`config.mk`:
```
export PLATFORM = sky130hd
export DESIGN_NAME = fifo_drain
export DESIGN_NICKNAME = d
export VERILOG_FILES = /design/src/rtl/fifo_pkg.sv /design/src/rtl/fifo_drain.sv
export SDC_FILE = /design/constraint.sdc
export NUM_CORES = 1
export LEC_CHECK = 0
export BUFFER_PORTS_ARGS = -buffer_cell sky130_fd_sc_hd__buf_2
export CAP_MARGIN = 10
export CORE_ASPECT_RATIO = 1.4
export CORE_MARGIN = 4
export CORE_UTILIZATION = 43
export DETAILED_ROUTE_END_ITERATION = 12
export PLACE_DENSITY_LB_ADDON = 0.3
export SYNTH_ARGS = -nofsm -noshare
export SYNTH_HDL_FRONTEND = slang
export SYNTH_SLANG_ARGS = --single-unit
```
`constraint.sdc`:
```
create_clock -name clk -period 1.3 [get_ports clk]
set_input_delay 0.065 -clock clk [delete_from_list [all_inputs] [get_ports clk]]
set_output_delay 0.065 -clock clk [all_outputs]
set_load 0.05 [all_outputs]
```
`src/rtl/fifo_pkg.sv`:
```
// Shared constants and state type for the delay-FIFO drain block.
// Defaults size the attached FIFO to 8 x 64-bit entries.
package fifo_pkg;

  localparam int FIFO_DEPTH = 8;
  localparam int FIFO_BITS  = 64;

  typedef enum logic [1:0] {
    IDLE,
    LOAD,
    SEND,
    DONE
  } drain_state_t;

endpackage

```
`src/rtl/fifo_drain.sv`:
```
// Drains DEPTH entries from an attached shift FIFO onto a valid/ready port.
// Optional FIFO_DRAIN_RESTORE_EN recirculates entries for a non-destructive read.
module fifo_drain
  import fifo_pkg::*;
#(
  parameter int DEPTH = FIFO_DEPTH,
  parameter int BITS  = FIFO_BITS
) (
  input  logic            clk,
  input  logic            rst_n,
  input  logic            start,
  input  logic [BITS-1:0] fifo_q,
  output logic            fifo_en,
  output logic [BITS-1:0] fifo_d,
  output logic            out_valid,
  input  logic            out_ready,
  output logic [BITS-1:0] out_data,
  output logic            busy,
  output logic            done
);

  localparam int CW = $clog2(DEPTH) + 1;

  drain_state_t  state;
  drain_state_t  state_n;
  logic [CW-1:0] cnt;

  // State register, entry counter and captured output data.
  always_ff @(posedge clk or negedge rst_n) begin
    if (!rst_n) begin
      state    <= IDLE;
      cnt      <= '0;
      out_data <= '0;
    end else begin
      state <= state_n;
      if (state == IDLE && start) begin
        cnt <= '0;
      end else if (state == LOAD) begin
        cnt <= cnt + CW'(1);
      end
      if (state == LOAD) begin
        out_data <= fifo_q;
      end
    end
  end

  // Next-state logic; start only matters in IDLE.
  always_comb begin
    state_n = state;
    unique case (state)
      IDLE: begin
        if (start) begin
          state_n = LOAD;
        end
      end
      LOAD: begin
        state_n = SEND;
      end
      SEND: begin
        if (out_ready) begin
          state_n = (cnt == CW'(DEPTH)) ? DONE : LOAD;
        end
      end
      DONE: begin
        state_n = IDLE;
      end
      default: begin
        state_n = IDLE;
      end
    endcase
  end

  // Outputs decoded straight from the state register.
  always_comb begin
    fifo_en   = (state == LOAD);
    out_valid = (state == SEND);
    busy      = (state != IDLE);
    done      = (state == DONE);
  end

`ifdef FIFO_DRAIN_RESTORE_EN
  assign fifo_d = fifo_q;
`else
  assign fifo_d = '0;
`endif

endmodule

```
# Word-level counts from Yosys, hierarchy flattened
# Index checks and enable logic that the tools add are counted.
[totals]
regBits = 70
wordCells = 21
input_bits = 68
output_inout_bits = 132
[op_classes]
n_addsub = 1
n_reduce_logical = 5
muxes = 6
n_eq_ne = 6
[op_table]
columns = ["operator", "count"]
rows = [
  ["$mux W4", 2],
  ["$pmux W2 S4", 1],
  ["$mux W2", 3],
  ["$add A4 B1 Y4 const B", 1],
  ["$eq A2 B2 Y1 const B", 2],
  ["$eq A4 B4 Y1 const B", 1],
  ["$reduce_bool A2 Y1", 2],
  ["$eq A2 B1 Y1 const B", 1],
  ["$logic_not A2 Y1", 1],
  ["$ne A2 B1 Y1 const B", 1],
  ["$ne A2 B2 Y1 const B", 1],
  ["$reduce_and A2 Y1", 1],
  ["$logic_and A1 B1 Y1", 1],
]

# Depth between registers and ports, before layout
# Gate-level depths: netlist (run 1).
[logic_depth]
word_depth = 4
mapped_depth = 6

# Worst setup path after synthesis (run 1)
# OpenSTA, ideal clock, no wires.
[synth_timing]
path_kind = "reg-to-reg"
startpoint = "register state[0]"
endpoint = "register state[1]"
path_slack_ps = -130
synth_period_minus_slack_ps = 1430
required_time_ps = 1233
stages_incl_launch_ff = 3
arrival_time_ps = 1363
path_cell_list = "dfrtp_1 > nor2b_1 > a21o_1"
[synth_via]
elab_chain_cells = 3
elab_cells_between_ends = 8
cone_classes = "eq/ne: 5; mux: 1; reduce/logical: 2"
[synth_lines]
columns = ["element", "line", "source"]
rows = [
  ["start: declaration", "fifo_drain.sv:24", "drain_state_t state;"],
  ["start signal: assignment", "fifo_drain.sv:35", "state <= state_n;"],
  ["$eq A2 B2 Y1 *", "n/a", ""],
  ["net out_valid", "fifo_drain.sv:15", "output logic out_valid,"],
  ["$ne A2 B1 Y1 (no source line)", "n/a", ""],
  ["$reduce_and A2 Y1 (no source line)", "n/a", ""],
]
# The timed path passes the listed nets; every way through them passes the cells marked *.
# A chain may end at the register's enable or synchronous reset.

# Worst setup path after layout (run 1)
[layout_timing]
startpoint = "register state[1]"
endpoint = "output busy"
[layout_via]
elab_chain_cells = 1
[layout_lines]
columns = ["element", "line", "source"]
rows = [
  ["$reduce_bool A2 Y1", "fifo_drain.sv:77", "busy = (state != IDLE);"],
  ["end: declaration", "fifo_drain.sv:18", "output logic busy,"],
]
# No other way between the ends.

==> flow_metrics.tcl, run 1 <==
set metrics [dict create \
    multiInputGateArea_um2 1130 \
    synth-main-ff-cell "dfrtp_1" \
    crit_chain "buf_6 -> or2_4 -> buf_8" \
    fin_crit_sh_pct 101 \
    io_buffer_count 135 \
    fillers 585 \
    pwr_density_cell_nw_per_um2 2810 \
    avgSynthCellArea_um2 8.82 \
    fin_util_pct 64.5 \
    worstSetupPathType "reg2out" \
    synth_area_um2 3230 \
    min_path_type "in2async" \
    fmax_mhz 764 \
    ios 200 \
    nets 646 \
    drc 0 \
    leakagePower_nw 2.73 \
    setup_viol 1 \
    final_cell_mix "nand2_1, buf_2, dfrtp_1" \
    clk_latency_ps 330 \
    numCtsBuffers 9 \
    crit_path_end_kind "primary output" \
    final_cell_area_um2 4720 \
    async_reset_ff_share_pct 100 \
    min_period_ps 1310 \
    area_delta_synth_final_pct 46.1 \
    drive_gt1_share_pct 28.6 \
    layout_setup_ws_ps -9.02 \
    synth_top_area_share_pct 54.2 \
    grt.met2_usage_pct 32.1 \
    outcome "finished with violations" \
    rsz0062_at_grt "true" \
    yosysTopAreaCell "dfrtp_1" \
    violations "negative setup slack" \
    hpwl_um 5230 \
    drv_slew 0 \
    grt_usage_pct 18.1 \
    r2r-start "state[0]" \
    dieHeight_um 111 \
    cp_max_fo 6 \
    cp.depth 3 \
    grt.busiest_layer "met2" \
    critPathBufInv 2 \
    yosysWarnings 0 \
    hold_viol_final 0 \
    worstRegToRegCells 6 \
    regArea_um2 1750 \
    synth_cells 366 \
    core_um2 7310 \
    start_kind "flop" \
    dieWidth_um 81.2 \
    dr.pass1.iters 4 \
    clock_path_buffers 2 \
    num_rows 37 \
    grt_max_degree 71 \
    fin_cells 678 \
    via_per_inst 4.28 \
    total_power_mw 13.2 \
    drv_cap 0 \
    antenna_left 0 \
    place_congestion 0.727 \
    skew_ps 5.82 \
    placed_cell_area_um2 3770 \
    synth_edf_count 0 \
    num_vias 2904 \
    clkSlewWorstSetupHoldPaths_ps 70 \
    grt_pass1_vias 2887 \
    cp-startpoint "state[1]" \
    root_buffer "clkbuf_8" \
    final_common_cell "nand2_1" \
    place_inst 593 \
    crit_family "flip-flops" \
    start_util_pct 44.1 \
    cpPeakStageDelay_ps 390 \
    place_worst_setup_slack_ps 124 \
    synthTopCellsByArea "dfrtp_1, nand2_1, buf_4" \
    use_met1_pct 19.8 \
    wl_per_cell_um 11.8 \
    first_iter_violations 109 \
    ir_worst_vdd_v 0.00167 \
    totalWireLength_um 8000 \
    slowest_stage "dfrtp_1" \
    yosys_register_bits 70 \
    num_antenna_cells 0 \
    yosysSeqAreaShare_pct 54.2 \
    r2r_slack_ps 140 \
    critPathArrivalTime_ps 1240 \
    clock-sinks 70 \
    cts_tree "done" \
    gr-usage-met3_pct 3.83 \
    required_ps 1240 \
    htree_num_levels 3 \
    antenna_found_initial 0 \
    grt_pass1_wl_um 12700 \
    grt-ovfl-total 0 \
    die_area_um2 8980 \
    synth_cell_types 22 \
]
==> flip-flops by register name (all words and copies together), names as in the netlist <==
name	count
cnt	4
out_data	64
state	2
==> cells in the mapped netlist (all sizes together), types with 2 or more instances <==
master,count
nand2b,2
ha,2
mux2i,2
dfrtp,70
nand2,195
buf,78
a22o,2
inv,3
o21ai,2
nand3,2
==> worst reg2reg max path: stages, from the launching register on <==
cell      delay [ps]
dfrtp_1          400
buf_4            150
nand2b_4          90
inv_4             70
buf_4            200
nand2_1           90
nand2_1           50
==> per-layer routing <==
| metal | share of wire, % | vias up |
|---|---|---|
| li1 | - | 1396 |
| met1 | 37 | 1337 |
| met4 | 2.1 | 0 |
| met5 | 0 | - |
| met2 | 52 | 155 |
| met3 | 9.2 | 16 |
==> final timing paths <==
kind | end
max in group asynchronous | state[1]
worst max register to register | out_data[57]
worst max-delay path | busy
min in group clk | out_data[46]
worst min-delay path | out_data[60]
worst min register to register | out_data[11]
==> cell type report <==
cell class / count / area share, %
clock inverters: 4 / 0.955
inverters: 3 / 0.292
multi-input cells: 278 / 23.9
clock buffers: 12 / 3.29
flip-flops and latches: 70 / 37.1
repair buffers: 214 / 31.9
well taps: 97 / 2.57
==> logic make-up after synthesis <==
family                   after synthesis  share of synthesized area, %
AND/OR/NAND/NOR                      203                          24.1
buffers and inverters                 81                          18.5
AO/OA/AOI/OAI                          7                          1.59
multiplexers                           2                         0.620
other                                  1                         0.116
adder cells (fa/ha/maj)                2                         0.775
flip-flops                            70                          54.2
==> report_power, final <==
group	internal (mW)	switching (mW)	leakage, nW
Sequential	3.23	0.551	0.867
Clock	0.982	0.761	0.106
Combinational	1.85	5.86	1.76
Total	6.07	7.17	2.73
==> stage by stage <==
step,TNS [ps],hold slack [ps]
5_1_grt,-81.2,336
3_3_place_gp,0,99.4
6_report,-9.02,281
4_1_cts,-34.7,267
3_5_place_dp,0,103
2_1_floorplan,0,-231
==> what timing repair did <==
item                       CTS  global route
hold endpoints to repair   135             0
setup endpoints to repair    4            57
hold buffers                67             0
resized for setup           11             8
setup buffers                1             1
(Power assumes the default switching activity.)
==> inputs of run 2 (changes only) <==
- clock period: 1.3 -> 1.32 ns (I/O delays scaled with it)
==> flow_metrics.tcl, run 2 (synthesized netlist as in run 1, its figures left out) <==
set metrics [dict create \
    nets 644 \
    clkPwrFrac_pct 15.5 \
    num_rows 37 \
    ios 200 \
    cp_max_fo 4 \
    dieWidth_um 81.2 \
    tns_ps 0 \
    area_delta_synth_final_pct 46.6 \
    grt_pass1_wl_um 13300 \
    numCtsBuffers 9 \
    drv_slew 0 \
    hold_viol_final 0 \
    antenna_found_initial 0 \
    root_buffer "clkbuf_8" \
    wl_per_cell_um 12.1 \
    clk_latency_ps 330 \
    cts_tree "done" \
    drive_gt1_share_pct 28.7 \
    worstSetupPathType "reg2out" \
    drc 0 \
    pwr_density_cell_nw_per_um2 2820 \
    drv_cap 0 \
    grt-ovfl-total 0 \
    fin_crit_sh_pct 99.2 \
    setup_viol 0 \
    io_buffer_count 135 \
    largest_reg_flops 64 \
    grt_usage_pct 19.1 \
    worstRegToRegCells 5 \
    antenna_left 0 \
    r2r_slack_ps 130 \
    fin_util_pct 64.7 \
    place_congestion 0.750 \
    die_area_um2 8980 \
    final_cell_area_um2 4740 \
    final_common_cell "nand2_1" \
    comb_power_share_pct 56.2 \
    fmax_mhz 764 \
    via_per_inst 4.24 \
    required_ps 1250 \
    min_path_type "in2async" \
    rsz0062_at_grt "true" \
    grt_pass1_vias 2889 \
    clock-sinks 70 \
    clkSlewWorstSetupHoldPaths_ps 70 \
    start_kind "flop" \
    regMostFlops "out_data" \
    grt_max_degree 71 \
    totalWireLength_um 8170 \
    dieHeight_um 111 \
    crit_path_end_kind "primary output" \
    skew_ps 7.16 \
    power_frac_seq_pct 28.2 \
    num_antenna_cells 0 \
    start_util_pct 44.1 \
    min_period_ps 1310 \
    intPower_mw 6.26 \
    final_cell_mix "nand2_1, buf_2, dfrtp_1" \
    leakagePower_nw 2.74 \
    outcome "finished, final reports clean" \
    switching_share_pct 53.1 \
    switchingPower_mw 7.08 \
    placed_cell_area_um2 3760 \
    fillers 570 \
    top_regs "out_data x64, cnt x4, state x2" \
    htree_num_levels 3 \
    dr.pass1.iters 4 \
    core_um2 7310 \
    num_vias 2864 \
    ir_worst_vdd_v 0.00166 \
    hpwl_um 5240 \
    first_iter_violations 97 \
    critPathArrivalTime_ps 1240 \
    clock_path_buffers 2 \
]
## run 2: critical path, stage by stage (launching register included)
cell	delay [ps]
dfrtp_1	410
buf_6	130
or2_4	220
buf_8	150
## run 2: what timing repair did
item                                    in CTS  in global routing
buffers inserted                             1                  0
hold buffers                                67                  0
hold endpoints to repair                   135                  0
endpoints found under the setup margin       4                  4
pin swaps                                    1                  0
gates resized for setup                     12                  3
## run 2: power by group through the flow
stage | Clock (mW) | Combinational (mW) | Sequential [mW]
global route | 2.23 | 8.03 | 3.90
global placement | 0 | 7.12 | 3.77
CTS | 2.14 | 7.51 | 3.76
floorplan | 0 | 2.43 | 7.08
finish | 2.07 | 7.50 | 3.77
detailed placement | 0 | 7.23 | 3.76
## run 2: final cells by class
cell class	instances	area (um2)	share of cell area (%)
tap	97	121	2.56
clock buffer	10	138	2.91
inverter	3	13.8	0.291
sequential	70	1750	37.0
multi-input combinational	278	1130	23.8
clock inverter	6	109	2.30
timing repair buffer	212	1480	31.1
## run 2: path summary, 6_finish.rpt
path | from | to
min reg2reg | out_data[42] | out_data[42]
min in group clk | fifo_q[11] | out_data[11]
min | rst_n | out_data[54]
max | state[1] | busy
max in group asynchronous | rst_n | state[0]
max reg2reg | state[1] | cnt[3]
## run 2: layer usage
layer  share of wire, %  track usage [%]  routed length, um  vias up
met5                  0                0                  0        -
met4                3.7             9.70                301        0
met3                9.1             4.32                744       24
met2                 51             33.1               4190      143
met1                 36             21.1               2940     1300
li1                   -                -                  -     1397
## run 2: stage by stage
stage | setup WS, ps | power, mW | hold WS (ps) | std cells
after global placement | 132 | 10.9 | 103 | 592
after global routing | -26.5 | 14.1 | 330 | 676
after floorplan | 97.7 | 9.51 | -230 | 429
after detailed placement | 95.9 | 11.0 | 107 | 592
final | 10.7 | 13.3 | 268 | 676
after CTS | 2.27 | 13.4 | 270 | 676
==> inputs of run 3 (changes only) <==
- REMOVE_ABC_BUFFERS: default -> 1
==> flow_metrics.tcl, run 3 (synthesized netlist as in run 1, its figures left out) <==
set metrics [dict create \
    outcome "finished, final reports clean" \
    grt-ovfl-total 0 \
    grt_pass1_vias 2950 \
    dieWidth_um 81.2 \
    area_delta_synth_final_pct 47.3 \
    fin_crit_sh_pct 97.8 \
    num_antenna_cells 0 \
    drv_cap 0 \
    top_layer "met4" \
    fmax_mhz 775 \
    dr_wl_met2_um 4600 \
    grt_max_degree 71 \
    io_buffer_count 135 \
    crit_path_end_kind "primary output" \
    top_regs "out_data x64, cnt x4, state x2" \
    core_um2 7310 \
    antenna_found_initial 0 \
    min_period_ps 1290 \
    drv_slew 0 \
    htree_num_levels 3 \
    nets 645 \
    hold_viol_final 0 \
    die_area_um2 8980 \
    drc 0 \
    rsz0062_at_grt "true" \
    place_inst 589 \
    via_per_inst 4.35 \
    first_iter_violations 153 \
    met1_length_um 3000 \
    numCtsBuffers 9 \
    leakagePower_nw 2.74 \
    fillers 592 \
    r2r-start "state[0]" \
    dieHeight_um 111 \
    final_cell_mix "nand2_1, buf_2, dfrtp_1" \
    clock_path_buffers 2 \
    largest_reg_flops 64 \
    setup_viol 0 \
    place_congestion 0.762 \
    clkSlewWorstSetupHoldPaths_ps 80 \
    routed-wl-met3_um 532 \
    root_buffer "clkbuf_8" \
    regMostFlops "out_data" \
    num_vias 2942 \
    wl_per_cell_um 12.9 \
    hold_slack_ps 284 \
    pwr_density_cell_nw_per_um2 2810 \
    totalWireLength_um 8710 \
    required_ps 1250 \
    cts_tree "done" \
    skew_ps 8.83 \
    grt_usage_pct 20.2 \
    fin_cells 677 \
    cp-startpoint "state[1]" \
    hpwl_um 5270 \
    min_path_type "in2async" \
    ios 200 \
    ir_worst_vdd_v 0.00144 \
    num_rows 37 \
    drive_gt1_share_pct 28.8 \
    cp_max_fo 4 \
    start_kind "flop" \
    critPathArrivalTime_ps 1220 \
    clock-sinks 70 \
    start_util_pct 44.1 \
    final_common_cell "nand2_1" \
    worstSetupPathType "reg2out" \
    grt_pass1_wl_um 13800 \
    antenna_left 0 \
    dr.pass1.iters 4 \
    clk_latency_ps 340 \
]
-- run 3: changes by cell type in the layout (fill, tap and decap cells not counted), sizes merged --
cell / delta
bufbuf: +1
bufinv: -1
clkinvlp: +2
clkinv: -1
-- run 3: worst max-delay path, cell delays in order (launching register included) --
cell and delay, ps:
dfrtp_1 400, buf_6 120, or2_4 220, buf_8 150
-- run 3: per-stage QoR --
stage          total power, mW  instance area, um2  setup slack, ps  setup TNS, ps  util (%)
2_1_floorplan             9.12                2880             -915         -56860         -
3_3_place_gp              10.9                3760             61.8              0      51.4
3_5_place_dp              11.0                3760             22.2              0      51.4
4_1_cts                   13.4                4740            -20.2          -20.2      64.8
5_1_grt                   14.1                4760            -23.2          -28.5      65.0
6_report                  13.4                4760             29.5              0      65.0
-- run 3: worst paths after layout --
kind | endpoint | slack (ps) | cells after the start
setup / recovery | busy | 30 | 3
hold / removal | out_data[38] | 280 | 3
setup reg to reg | out_data[12] | 70 | 5
hold reg to reg | out_data[8] | 470 | 2
max in group asynchronous | state[0] | 680 | 3
min in group clk | out_data[16] | 460 | 4
-- run 3: power breakdown --
group / switching [mW] / internal (mW) / total (mW)
clock: 0.787 / 1.11 / 1.89
sequential: 0.570 / 3.18 / 3.75
combinational: 5.85 / 1.89 / 7.74
total: 7.21 / 6.18 / 13.4
-- run 3: layout make-up --
class | instances | area (um2) | area share, %
timing repair buffer | 213 | 1520 | 31.9
clock buffer | 10 | 138 | 2.89
clock inverter | 6 | 85.1 | 1.79
inverter | 3 | 16.3 | 0.342
tap | 97 | 121 | 2.55
sequential | 70 | 1750 | 36.8
multi-input combinational | 278 | 1130 | 23.7
-- run 3: timing repair --
item | in CTS | in global routing
hold buffers | 67 | 0
hold endpoints to repair | 135 | 0
gates resized for setup | 13 | 4
setup endpoints to repair | 3 | 37
gates cloned | 1 | 0
pin swaps | 1 | 0
buffers inserted | 2 | 3
-- run 3: per-layer routing --
layer / GRT usage, % / vias up
li1: - / 1399
met1: 20.7 / 1349
met2: 35.0 / 149
met3: 3.18 / 45
met4: 16.1 / 0
met5: 0 / -
